<file path="config.mk">
export PLATFORM = sky130hd
export DESIGN_NAME = vram_access_arbiter
export DESIGN_NICKNAME = d
export VERILOG_FILES = /design/src/rtl/vram_arb_pkg.sv /design/src/rtl/vram_read_return.sv /design/src/rtl/vram_access_arbiter.sv
export SDC_FILE = /design/constraint.sdc
export NUM_CORES = 1
export LEC_CHECK = 0
export CAP_MARGIN = 20
export CORE_MARGIN = 2
export CORE_UTILIZATION = 42
export CTS_CLUSTER_DIAMETER = 80
export DETAILED_ROUTE_END_ITERATION = 6
export GPL_ROUTABILITY_DRIVEN = 0
export PLACE_DENSITY = 0.92
export SLEW_MARGIN = 40
export SYNTH_ARGS = -nofsm -noshare
export SYNTH_HDL_FRONTEND = slang
export SYNTH_SLANG_ARGS = --single-unit
</file>
<file path="constraint.sdc">
create_clock -name clk -period 2.4 [get_ports clk]
set_clock_uncertainty 0.1 [all_clocks]
set_input_delay 0.48 -clock clk [delete_from_list [all_inputs] [get_ports clk]]
set_output_delay 0.48 -clock clk [all_outputs]
set_load 0.05 [all_outputs]
</file>
<file path="src/rtl/vram_arb_pkg.sv">
// Shared types and default sizing for the VRAM access arbiter.
package vram_arb_pkg;

    localparam int DEF_ADDR_WIDTH   = 16;
    localparam int DEF_DATA_WIDTH   = 16;
    localparam int DEF_STARVE_LIMIT = 8;

    typedef enum logic [1:0] {
        OWNER_NONE = 2'd0,
        OWNER_DISP = 2'd1,
        OWNER_HOST = 2'd2
    } owner_e;

endpackage

</file>
<file path="src/rtl/vram_read_return.sv">
// Read-return path: carries the owner tag of each read alongside the memory
// latency and routes the returned word to the display or host port.
module vram_read_return
    import vram_arb_pkg::*;
#(
    parameter int DATA_WIDTH = DEF_DATA_WIDTH
) (
    input  logic                  clk,
    input  logic                  reset,
    input  logic                  rd_vld,
    input  owner_e                rd_owner,
    input  logic [DATA_WIDTH-1:0] mem_rdata,
    output logic                  disp_rvalid,
    output logic [DATA_WIDTH-1:0] disp_rdata,
    output logic                  host_rvalid,
    output logic [DATA_WIDTH-1:0] host_rdata
);

    logic   vld_p1;
    owner_e owner_p1;

    // stage 1: tag held while the memory presents read data
    always_ff @(posedge clk) begin
        if (reset) begin
            vld_p1   <= 1'b0;
            owner_p1 <= OWNER_NONE;
        end else begin
            vld_p1   <= rd_vld;
            owner_p1 <= rd_owner;
        end
    end

    // stage 2: capture mem_rdata into the owner's port; rdata holds otherwise
    always_ff @(posedge clk) begin
        if (reset) begin
            disp_rvalid <= 1'b0;
            host_rvalid <= 1'b0;
            disp_rdata  <= '0;
            host_rdata  <= '0;
        end else begin
            disp_rvalid <= vld_p1 && (owner_p1 == OWNER_DISP);
            host_rvalid <= vld_p1 && (owner_p1 == OWNER_HOST);
            if (vld_p1 && (owner_p1 == OWNER_DISP))
                disp_rdata <= mem_rdata;
            if (vld_p1 && (owner_p1 == OWNER_HOST))
                host_rdata <= mem_rdata;
        end
    end

endmodule

</file>
<file path="src/rtl/vram_access_arbiter.sv">
// Single-port VRAM arbiter between display fetch and host access; display wins in
// active video, host wins in blanking. Define VRAM_ARB_STARVE_GUARD_EN to force a
// host grant after STARVE_LIMIT cycles of waiting.
module vram_access_arbiter
    import vram_arb_pkg::*;
#(
    parameter int ADDR_WIDTH   = DEF_ADDR_WIDTH,
    parameter int DATA_WIDTH   = DEF_DATA_WIDTH,
    parameter int STARVE_LIMIT = DEF_STARVE_LIMIT
) (
    input  logic                  clk,
    input  logic                  reset,
    input  logic                  hblank,
    input  logic                  vblank,
    input  logic                  disp_req,
    input  logic [ADDR_WIDTH-1:0] disp_addr,
    output logic                  disp_ack,
    output logic [DATA_WIDTH-1:0] disp_rdata,
    output logic                  disp_rvalid,
    input  logic                  host_req,
    input  logic                  host_we,
    input  logic [ADDR_WIDTH-1:0] host_addr,
    input  logic [DATA_WIDTH-1:0] host_wdata,
    output logic                  host_ack,
    output logic [DATA_WIDTH-1:0] host_rdata,
    output logic                  host_rvalid,
    output logic                  mem_en,
    output logic                  mem_we,
    output logic [ADDR_WIDTH-1:0] mem_addr,
    output logic [DATA_WIDTH-1:0] mem_wdata,
    input  logic [DATA_WIDTH-1:0] mem_rdata
);

    if (STARVE_LIMIT < 1) begin : g_bad_limit
        $error("STARVE_LIMIT must be at least 1");
    end

    owner_e owner_q;
    owner_e owner_d;
    logic   blank;
    logic   host_force;

    assign blank = hblank | vblank;

`ifdef VRAM_ARB_STARVE_GUARD_EN
    localparam int CNT_W = $clog2(STARVE_LIMIT + 1);

    logic [CNT_W-1:0] wait_cnt;

    assign host_force = (wait_cnt == CNT_W'(STARVE_LIMIT));

    // Counts cycles the host has been refused; saturates so the force stays asserted.
    always_ff @(posedge clk) begin
        if (reset)
            wait_cnt <= '0;
        else if (!host_req || (owner_d == OWNER_HOST))
            wait_cnt <= '0;
        else if (!host_force)
            wait_cnt <= wait_cnt + CNT_W'(1);
    end
`else
    assign host_force = 1'b0;
`endif

    always_comb begin
        owner_d = OWNER_NONE;
        if (host_req && (blank || !disp_req || host_force))
            owner_d = OWNER_HOST;
        else if (disp_req)
            owner_d = OWNER_DISP;
    end

    always_ff @(posedge clk) begin
        if (reset)
            owner_q <= OWNER_NONE;
        else
            owner_q <= owner_d;
    end

    // grant stage: ack pulse and memory strobe; address/data hold when idle
    always_ff @(posedge clk) begin
        if (reset) begin
            disp_ack  <= 1'b0;
            host_ack  <= 1'b0;
            mem_en    <= 1'b0;
            mem_we    <= 1'b0;
            mem_addr  <= '0;
            mem_wdata <= '0;
        end else begin
            disp_ack <= (owner_d == OWNER_DISP);
            host_ack <= (owner_d == OWNER_HOST);
            mem_en   <= (owner_d != OWNER_NONE);
            mem_we   <= (owner_d == OWNER_HOST) && host_we;
            case (owner_d)
                OWNER_DISP: mem_addr <= disp_addr;
                OWNER_HOST: begin
                    mem_addr  <= host_addr;
                    mem_wdata <= host_wdata;
                end
                default: ;
            endcase
        end
    end

    vram_read_return #(
        .DATA_WIDTH (DATA_WIDTH)
    ) u_read_return (
        .clk         (clk),
        .reset       (reset),
        .rd_vld      (mem_en && !mem_we),
        .rd_owner    (owner_q),
        .mem_rdata   (mem_rdata),
        .disp_rvalid (disp_rvalid),
        .disp_rdata  (disp_rdata),
        .host_rvalid (host_rvalid),
        .host_rdata  (host_rdata)
    );

endmodule

</file>
[Word-level counts from Yosys, hierarchy flattened]
Index checks and enable logic that the tools add are counted.
Storage, ports and cells
  flip-flop bits (word level): 75
  output and inout port bits: 70
  word-level logic and storage cells: 31
Cells by class
  eq/ne operators: 4
  multiplexer cells: 3
  bitwise operators: 1
  reductions and logical operators: 10
Operator list (number)
  16-bit one-hot mux with 2 select lines: 1
  1-bit logical AND: 5
  2-bit by 1-bit equality test with 1-bit output (second input constant): 2
  2-bit equality test (second input constant): 2
  2-bit nonzero test: 2
  1-bit zero test: 2
  2-bit 2-to-1 mux: 1
  1-bit logical OR: 1
  1-bit 2-to-1 mux: 1
  1-bit bitwise OR: 1

[Depth between registers and ports, before layout]
  depth after elaboration: 6
  gate-level depth with buffers: 5
  depth with buffers taken out: 3

[By module]
A second synthesis with hierarchy kept.
Unflattened totals
  cell total of the unflattened synthesis: 273
  area total of the unflattened synthesis: 2990.4 µm²
Modules (own cells, without submodules)
  vram_access_arbiter: times used 1, cells each 138, area an instance 1501.4 µm², seq. area each 740.7 µm²
  vram_read_return: times used 1, cells each 135, area an instance 1488.9 µm², seq. area each 740.7 µm²

[Worst setup path before layout]
No wires, ideal clock.
  path type: input port to flip-flop
  start: input reset
  end: register mem_addr[10]
  arrival: 1.389 ns
  data required time: 2.178 ns
  path slack: 0.790 ns
  cell stages on the path: 5
  path buffers: 3
  path through: buf_2 and3b_1 buf_2 buf_6 a221o_1
RTL lines
  start: declaration: line vram_access_arbiter.sv:12  | input logic reset,
  end signal: assignment: line vram_access_arbiter.sv:95  | OWNER_DISP: mem_addr <= disp_addr;
  end signal: assignment: line vram_access_arbiter.sv:97  | mem_addr <= host_addr;
  end: declaration: line vram_access_arbiter.sv:29  | output logic [ADDR_WIDTH-1:0] mem_addr,

[Final worst setup path]
  start: register mem_en
  end: output mem_en
RTL lines
  start: declaration: line vram_access_arbiter.sv:27  | output logic mem_en,
  start signal: assignment: line vram_access_arbiter.sv:92  | mem_en <= (owner_d != OWNER_NONE);
No word-level cell between the ends.

==> out/metrics.cfg <==
[global_routing]
antenna_found_initial=0
grt_first_pass_wirelength_um=11610
grt_overflow_total=0
grt_max_degree=53
grt_pass1_vias=2524
grt_usage_pct=20.18

[floorplan]
num_io_pins=141
core-area_mm2=0.006314
die_y_um=84.52
dieArea_mm2=0.007143
die_w_um=84.52
start_util_pct=43.12
rows=29

[flow_run]
max-cap-violations=0

[setup_path]
slowest_stage=clkdlybuf4s50_1
reg2reg_from=u_read_return.owner_p1[1]$_SDFF_PP0_
end_kind=output port
path_cells=clkdlybuf4s50_1
cp_max_fo=2
cp-startpoint=mem_en$_SDFF_PP0_
cp_top_family=buffers and inverters
crit_required_ps=1820
cpPeakStageDelay_ps=840
crit_arrival_ps=1510
crit_type=reg2out
cp-start-kind=flop
path_buf_inv=1

[placed_design]
placedCellCount=491
dp_hpwl_um=5176
numPortBuffers=140
post_dp_cell_area_mm2=0.004158

[worst_hold_path]
min_path_type=reg2reg
hp-start=mem_we$_SDFF_PP0_

[timing]
relSlewSlack_pct=47.13
hold_viol=0
holdWs_ps=318.0
rsz0062_at_grt=no
tns_ps=0
setup_viol=0
fin_crit_sh_pct=87.10
max_freq_mhz=478.4
finalMaxSlewViolations=0
tightest_slew_ps=793.1
min_period_ps=2090

[layout]
fin_nets=496
stdcell_count=507
drive_gt1_share_pct=5.349
final_common_cell=clkdlybuf4s50_1
area_delta_synth_final_pct=58.96
mostFrequentLayoutCells=clkdlybuf4s50_1 (139), dfxtp_1 (74), nand2_1 (64)
fill_cells=475
final_area_mm2=0.004328
diodes=0
final-seq-area_mm2=0.001481
multi_input_area_mm2=0.001154

[power]
p_seq_share_pct=49.6
ir_drop_mv=0.3472
intPower_mw=1.884
leakage_nw=1.591
powerDensity_mw_per_mm2=607.3
switching_share_pct=28.34
report.power.total_mw=2.628
combPwrFrac_pct=18.9
power_frac_clock_pct=31.5
p_switching_mw=0.7448

[clock_tree]
post_cts_buffers=0
clk_root_buffer_cell=clkbuf_8
cts_resized=0
clk_latency_ps=330
hold_buffers=0
cts_tree=yes
cts.reportedPaths.clkPinSlew_ps=80
cts_sinks=74
h-tree-depth=3
numCtsBuffers=9
clock_tree.buffer_depth=2

[run_status]
outcome=completed

[detailed_routing]
first_pass_iters=4
drt-total-wl_um=7090
vias_per_cell=4.890
drtAntennaViolNets=0
dr_wl_met3_um=518
wl_met1_um=2946
wl_met2_um=3554
wire_per_inst_um=13.98
vias=2479
drc=0
top_layer=met4
drt_iter0_drc=87

[logic_synthesis]
synth_area_leaders=dfxtp_1 (54%), nand2_1 (8.8%), nand2b_1 (7.6%), a21oi_1 (6.1%), a221o_1 (5.9%)
synth_edf_count=0
synth_top_area_share_pct=54.41
netlist_area_mm2=0.002723
synth_nets=361
synth_cell_types=20
synth_top_cell_by_area=dfxtp_1
yosysWarnings=0
ys_seq_elements=74
syn_area_per_cell_um2=9.388
async_flop_share_pct=0
netlist_instances=290
ys_seq_area_share_pct=54.41
dominantRegCellSynth=dfxtp_1

## final timing paths
| kind | end | slack (ps) | depth (start not counted) |
|---|---|---|---|
| worst max-delay path | mem_en | 310 | 1 |
| worst min-delay path | u_read_return.vld_p1$_SDFF_PP0_ | 320 | 1 |
| worst min register to register | u_read_return.vld_p1$_SDFF_PP0_ | 320 | 1 |
| worst max register to register | u_read_return.disp_rdata[0]$_SDFFE_PP0P_ | 930 | 3 |
## layout make-up
type	instances	area share, %
flip-flops and latches	74	34.23
repair buffers	144	32.96
multi-input cells	196	26.66
clock buffers	10	2.949
well taps	77	2.226
clock inverters	6	0.9829
## power by group through the flow
stage | clock (mW) | combinational (mW) | sequential (mW)
2_1_floorplan | 0 | 0.103 | 1.49
3_3_place_gp | 0 | 0.491 | 1.33
3_5_place_dp | 0 | 0.498 | 1.33
4_1_cts | 0.849 | 0.500 | 1.30
5_1_grt | 0.911 | 0.522 | 1.31
6_report | 0.827 | 0.498 | 1.30
## state kept, by name, indices dropped and copies added, names as in the netlist
signal                     flops
u_read_return.vld_p1           1
owner_q                        2
u_read_return.disp_rdata      16
host_ack                       1
u_read_return.disp_rvalid      1
u_read_return.host_rvalid      1
mem_addr                      16
u_read_return.host_rdata      16
u_read_return.owner_p1         2
mem_en                         1
mem_we                         1
mem_wdata                     16
## routing by layer
| metal | track usage, % | vias up |
|---|---|---|
| met1 | 23.62 | 1134 |
| li1 | - | 1234 |
| met4 | 8.225 | 0 |
| met2 | 34.29 | 105 |
| met3 | 6.293 | 6 |
| met5 | 0 | - |
## logic make-up after synthesis
group / count (synthesis) / share of synthesized area, %
AND/OR/NAND/NOR: 128 / 23.44
AO/OA/AOI/OAI: 52 / 12.73
flip-flops: 74 / 54.41
buffers and inverters: 20 / 3.538
multiplexers: 16 / 5.882
## per-stage QoR
stage	utilization (%)	setup slack [ps]
after floorplan	-	789.6
after global placement	65.77	-11.82
after detailed placement	65.85	230.6
after CTS	68.55	295.6
after global routing	68.55	253.3
final	68.55	309.7
## cell usage after synthesis (all sizes together) (3+ instances only)
cell type and instances:
a21oi 34, a221o 16, and2 17, and3b 3, buf 8, clkbuf 12
dfxtp 74, mux2i 16, nand2 64, nand2b 33, nor2 5
(Power assumes the default switching activity.)
==> RTL edit 1 (same settings) <==
`DEF_DATA_WIDTH`: 16 -> 12.
--- a/src/rtl/vram_arb_pkg.sv
+++ b/src/rtl/vram_arb_pkg.sv
@@ -4,3 +4,3 @@
     localparam int DEF_ADDR_WIDTH   = 16;
-    localparam int DEF_DATA_WIDTH   = 16;
+    localparam int DEF_DATA_WIDTH   = 12;
     localparam int DEF_STARVE_LIMIT = 8;
Ports: changed (5 resized); port bits go from 141 to 121. The function was not compared with the original's and may differ.
==> RTL edit 1 against the unedited design <==
Final area is 14% lower. First-iteration DRC count up 3.4%. Sequential cell count decreased by 12. Power decreased by 5.7%. Wire length shrank 16%. Highest routed layer unchanged. Worst setup slack lost 0.0098 ns. Fmax decreased by 0.47%. Area after synthesis decreased by 17%. Critical endpoint is now mem_addr[11].
==> RTL edit 1: results (changes against the unedited design) <==
post-synthesis sequential area ratio: 54.6% (+0.21 points)
vias per cell: 4.87 (-0.36%)
H-tree Lvls: 3 (unchanged)
Setup WS pre-CTS: 0.240 ns (+0.00933 ns)
Synth warnings: 0 (unchanged)
crit path DAT: 1.52 ns
mux share of post-synthesis cell area: 5.29% (-0.60 points)
Clock power frac: 38.1% (+6.6 points)
share of layout cells above drive strength 1: 5.00% (-0.35 points)
Root Buffer Master: clkbuf_8
global-route wire length before repair: 9450 µm (-19%)
mean post-synth cell area: 9.59 µm² (+2.1%)
WL/cell: 13.9 µm (-0.42%)
Max VDD drop: 0.394 mV (+14%)
Adder-Cell Fraction of Synth Area: 0% (unchanged)
worst-path maximum fanout: 2 (unchanged)
Critical path origin: mem_addr[11]
status: finished clean
initial antenna violation count: 0 (unchanged)
count of cell types in the netlist: 20 (unchanged)
HPWL Detailed: 4400 µm (-15%)
largest net degree at the start of global routing: 55 (+3.8%)
final wirelength: 5990 µm (-16%)
Pint: 1850 µW (-1.6%)
Port Buffers: 120 (-14%)
delay-heaviest family, CP: buffers and inverters
placed cell area: 3510 µm² (-16%)
Post-synth ARST share: 0% (unchanged)
Power Dens Cells: 667 nW/µm² (+9.9%)
Reg-to-Reg Start: u_read_return.owner_p1[0]
worst slew pin tran: 0.757 ns (-0.0364 ns)
Post-CTS Resized: 0 (unchanged)
Placed Cells incl. Taps: 415 (-15%)
Synth area leaders: dfxtp_1, nand2_1, a221o_1, nand2b_1, a21oi_1
Biggest register: mem_addr
GRT Util Overall: 20.1% (-0.048 points)
syn nets: 300 (-17%)
worst hold stages: 1 (unchanged)
vias in the first global route: 2,063 (-18%)
Initial DRC Count: 90 (+3.4%)
combinational power: 439 µW (-12%)
Synth Area in Compound Gates: 13.5% (+0.76 points)
Lkg Pwr: 0.00138 µW (-13%)
Synth top cells by count: dfxtp_1, nand2_1, a21oi_1, nand2b_1, and2_1
Hold Startpoint: owner_q[1]
CP max stage cell: clkdlybuf4s50_1
-- RTL edit 1: cells by family (layout without fill, tap and decap cells) --
logic type | after synthesis | count (layout)
AND/OR/NAND/NOR | 104 | 104
flip-flops | 62 | 62
AO/OA/AOI/OAI | 44 | 44
buffers and inverters | 15 | 138
multiplexers | 12 | 12
-- RTL edit 1: final cells by class --
type | instances | area (µm²)
clock buffer | 11 | 131
clock inverter | 4 | 72.6
fill | 386 | 1460
multi-input combinational | 160 | 960
sequential | 62 | 1240
tap | 70 | 87.6
timing repair buffer | 123 | 1220
-- RTL edit 1: final timing paths --
path                                                    end  slack (ns)
worst max register to register  u_read_return.host_rdata[5]        1.03
worst min-delay path              u_read_return.owner_p1[1]        0.32
worst min register to register    u_read_return.owner_p1[1]        0.32
worst max-delay path                           mem_addr[11]        0.30
-- RTL edit 1: per-layer routing --
layer	up-vias	GRT usage, %	part of all wire [%]
met2	100	35.6	50
met4	0	9.82	2.7
met3	15	5.00	6.3
met5	-	0	0
li1	1035	-	-
met1	945	22.5	41
==> RTL edit 2 (same flow settings) <==
Without the edit above. Encoding of `owner_e`: now one-hot (3 bits for 3 values).
--- a/src/rtl/vram_arb_pkg.sv
+++ b/src/rtl/vram_arb_pkg.sv
@@ -7,6 +7,6 @@
 
-    typedef enum logic [1:0] {
-        OWNER_NONE = 2'd0,
-        OWNER_DISP = 2'd1,
-        OWNER_HOST = 2'd2
+    typedef enum logic [2:0] {
+        OWNER_NONE = 3'b001,
+        OWNER_DISP = 3'b010,
+        OWNER_HOST = 3'b100
     } owner_e;
Behaviour: no difference found for any inputs over 10 cycles, from zero or initial values and one cycle with reset high; not proved beyond that.
==> RTL edit 2 against the unedited design <==
Wire length grew 5.5%. Hold slack better by 0.0015 ns. Sequential cell count increased by 2. Final area rose by 3.6%. Utilization grew 1.7 points. Critical path depth unchanged. Sequential share of layout area decreased by 0.29 points. Area after synthesis rose by 2.4%. Clock power up 37%. Worst setup slack worse by 0.017 ns. Power grew 12%.
==> RTL edit 2: results (changes against the unedited design) <==
status: finished clean
post-synthesis sequential area ratio: 54.6% (+0.14 points)
share of layout cells above drive strength 1: 6.19% (+0.84 points)
Detailed Routing Iterations Pass 1: 4 (unchanged)
Root Buffer Master: clkbuf_8
vias: 2,596 (+4.7%)
Lkg Pwr: 0.00165 µW (+3.6%)
Setup WS post-layout: 0.292 ns (-0.0173 ns)
largest net degree at the start of global routing: 45 (-15%)
Synth top area share: 54.6% (+0.14 points)
Post-CTS Resized: 0 (unchanged)
Top FF cell, synth: dfxtp_1
CP max stage cell: clkdlybuf4s50_1
Port Buffers: 140 (unchanged)
sw frac: 24.6% (-3.8 points)
Hold Path Class: reg -> reg
Setup WS pre-CTS: 0.241 ns (+0.0103 ns)
Synth warnings: 0 (unchanged)
syn nets: 367 (+1.7%)
Layout Nets: 503 (+1.4%)
Worst-Skew Late Latency: 0.34 ns
worst-path maximum fanout: 2 (unchanged)
Worst R2R Setup Slack: 0.81 ns (-0.12 ns)
Initial DRC Count: 96 (+10%)
count of cell types in the netlist: 24 (+20%)
hold_ws: 0.319 ns (+0.00152 ns)
Max VDD drop: 0.490 mV (+41%)
EDFF count, synth: 0 (unchanged)
ant diodes: 0 (unchanged)
worst stage delay on the critical path: 0.84 ns (about the same)
Setup Buffers After CTS: 0 (unchanged)
crit path DAT: 1.53 ns (+0.02 ns)
delay-heaviest family, CP: buffers and inverters
total CTS buffers: 9 (unchanged)
Synth top cells by count: dfxtp_1, nand2_1, a21oi_1, nand2b_1, and2_1
initial antenna violation count: 0 (unchanged)
H-tree Lvls: 3 (unchanged)
HPWL Detailed: 5520 µm (+6.7%)
max_slew headroom: 47.8% (+0.62 points)
global-route wire length before repair: 12,000 µm (+3.3%)
Synth area leaders: dfxtp_1, nand2_1, nand2b_1, a21oi_1, a221o_1
WL/cell: 14.6 µm (+4.3%)
Post-synth ARST share: 0% (unchanged)
drc violations: 0 (unchanged)
Max Root-Sink Buffers: 2 (unchanged)
GRT Util Overall: 20.8% (+0.67 points)
Worst-path clk slew: 0.07 ns
RTL edit 2: metal layers:
layer,up-vias,routed length [µm],part of all wire (%),GRT usage [%]
met5,-,0,0,0
met4,0,165,2.2,9.81
met3,20,650,8.7,5.39
met2,131,3690,49,36.2
met1,1188,2970,40,24.0
li1,1257,-,-,-
RTL edit 2: final cells by class:
type,count,area [µm²]
inverters,1,3.75
well taps,77,96.3
multi-input cells,197,1180
repair buffers,147,1450
clock buffers,11,131
clock inverters,4,98.8
fillers,499,1900
flip-flops and latches,76,1520
RTL edit 2: power by group through the flow:
| stage | logic [µW] | registers (µW) | clock network (µW) |
|---|---|---|---|
| after floorplan | 98.4 | 1510 | 0 |
| after global placement | 471 | 1360 | 0 |
| after detailed placement | 480 | 1360 | 0 |
| after CTS | 481 | 1330 | 1160 |
| after global routing | 501 | 1340 | 1210 |
| final | 479 | 1330 | 1130 |
RTL edit 2: cell families after synthesis:
group                  after synthesis  share of synthesized area, %
buffers and inverters               23                          3.81
flip-flops                          76                          54.6
multiplexers                        16                          5.74
AND/OR/NAND/NOR                    129                          23.5
AO/OA/AOI/OAI                       52                          12.4
RTL edit 2: metrics by stage:
step                      total power, µW  area [µm²]  instances
after floorplan                      1610        2790        296
after global placement               1830        4250        498
after detailed placement             1840        4250        498
after CTS                            2970        4480        513
after global routing                 3050        4480        513
final                                2950        4480        513
RTL edit 2: final timing paths:
path | from | to | cells past startpoint
hold / removal | owner_q[0] | u_read_return.owner_p1[0] | 1
setup reg to reg | u_read_return.owner_p1[0] | u_read_return.host_rdata[5] | 3
hold reg to reg | owner_q[0] | u_read_return.owner_p1[0] | 1
setup / recovery | u_read_return.host_rdata[0] | host_rdata[0] | 1
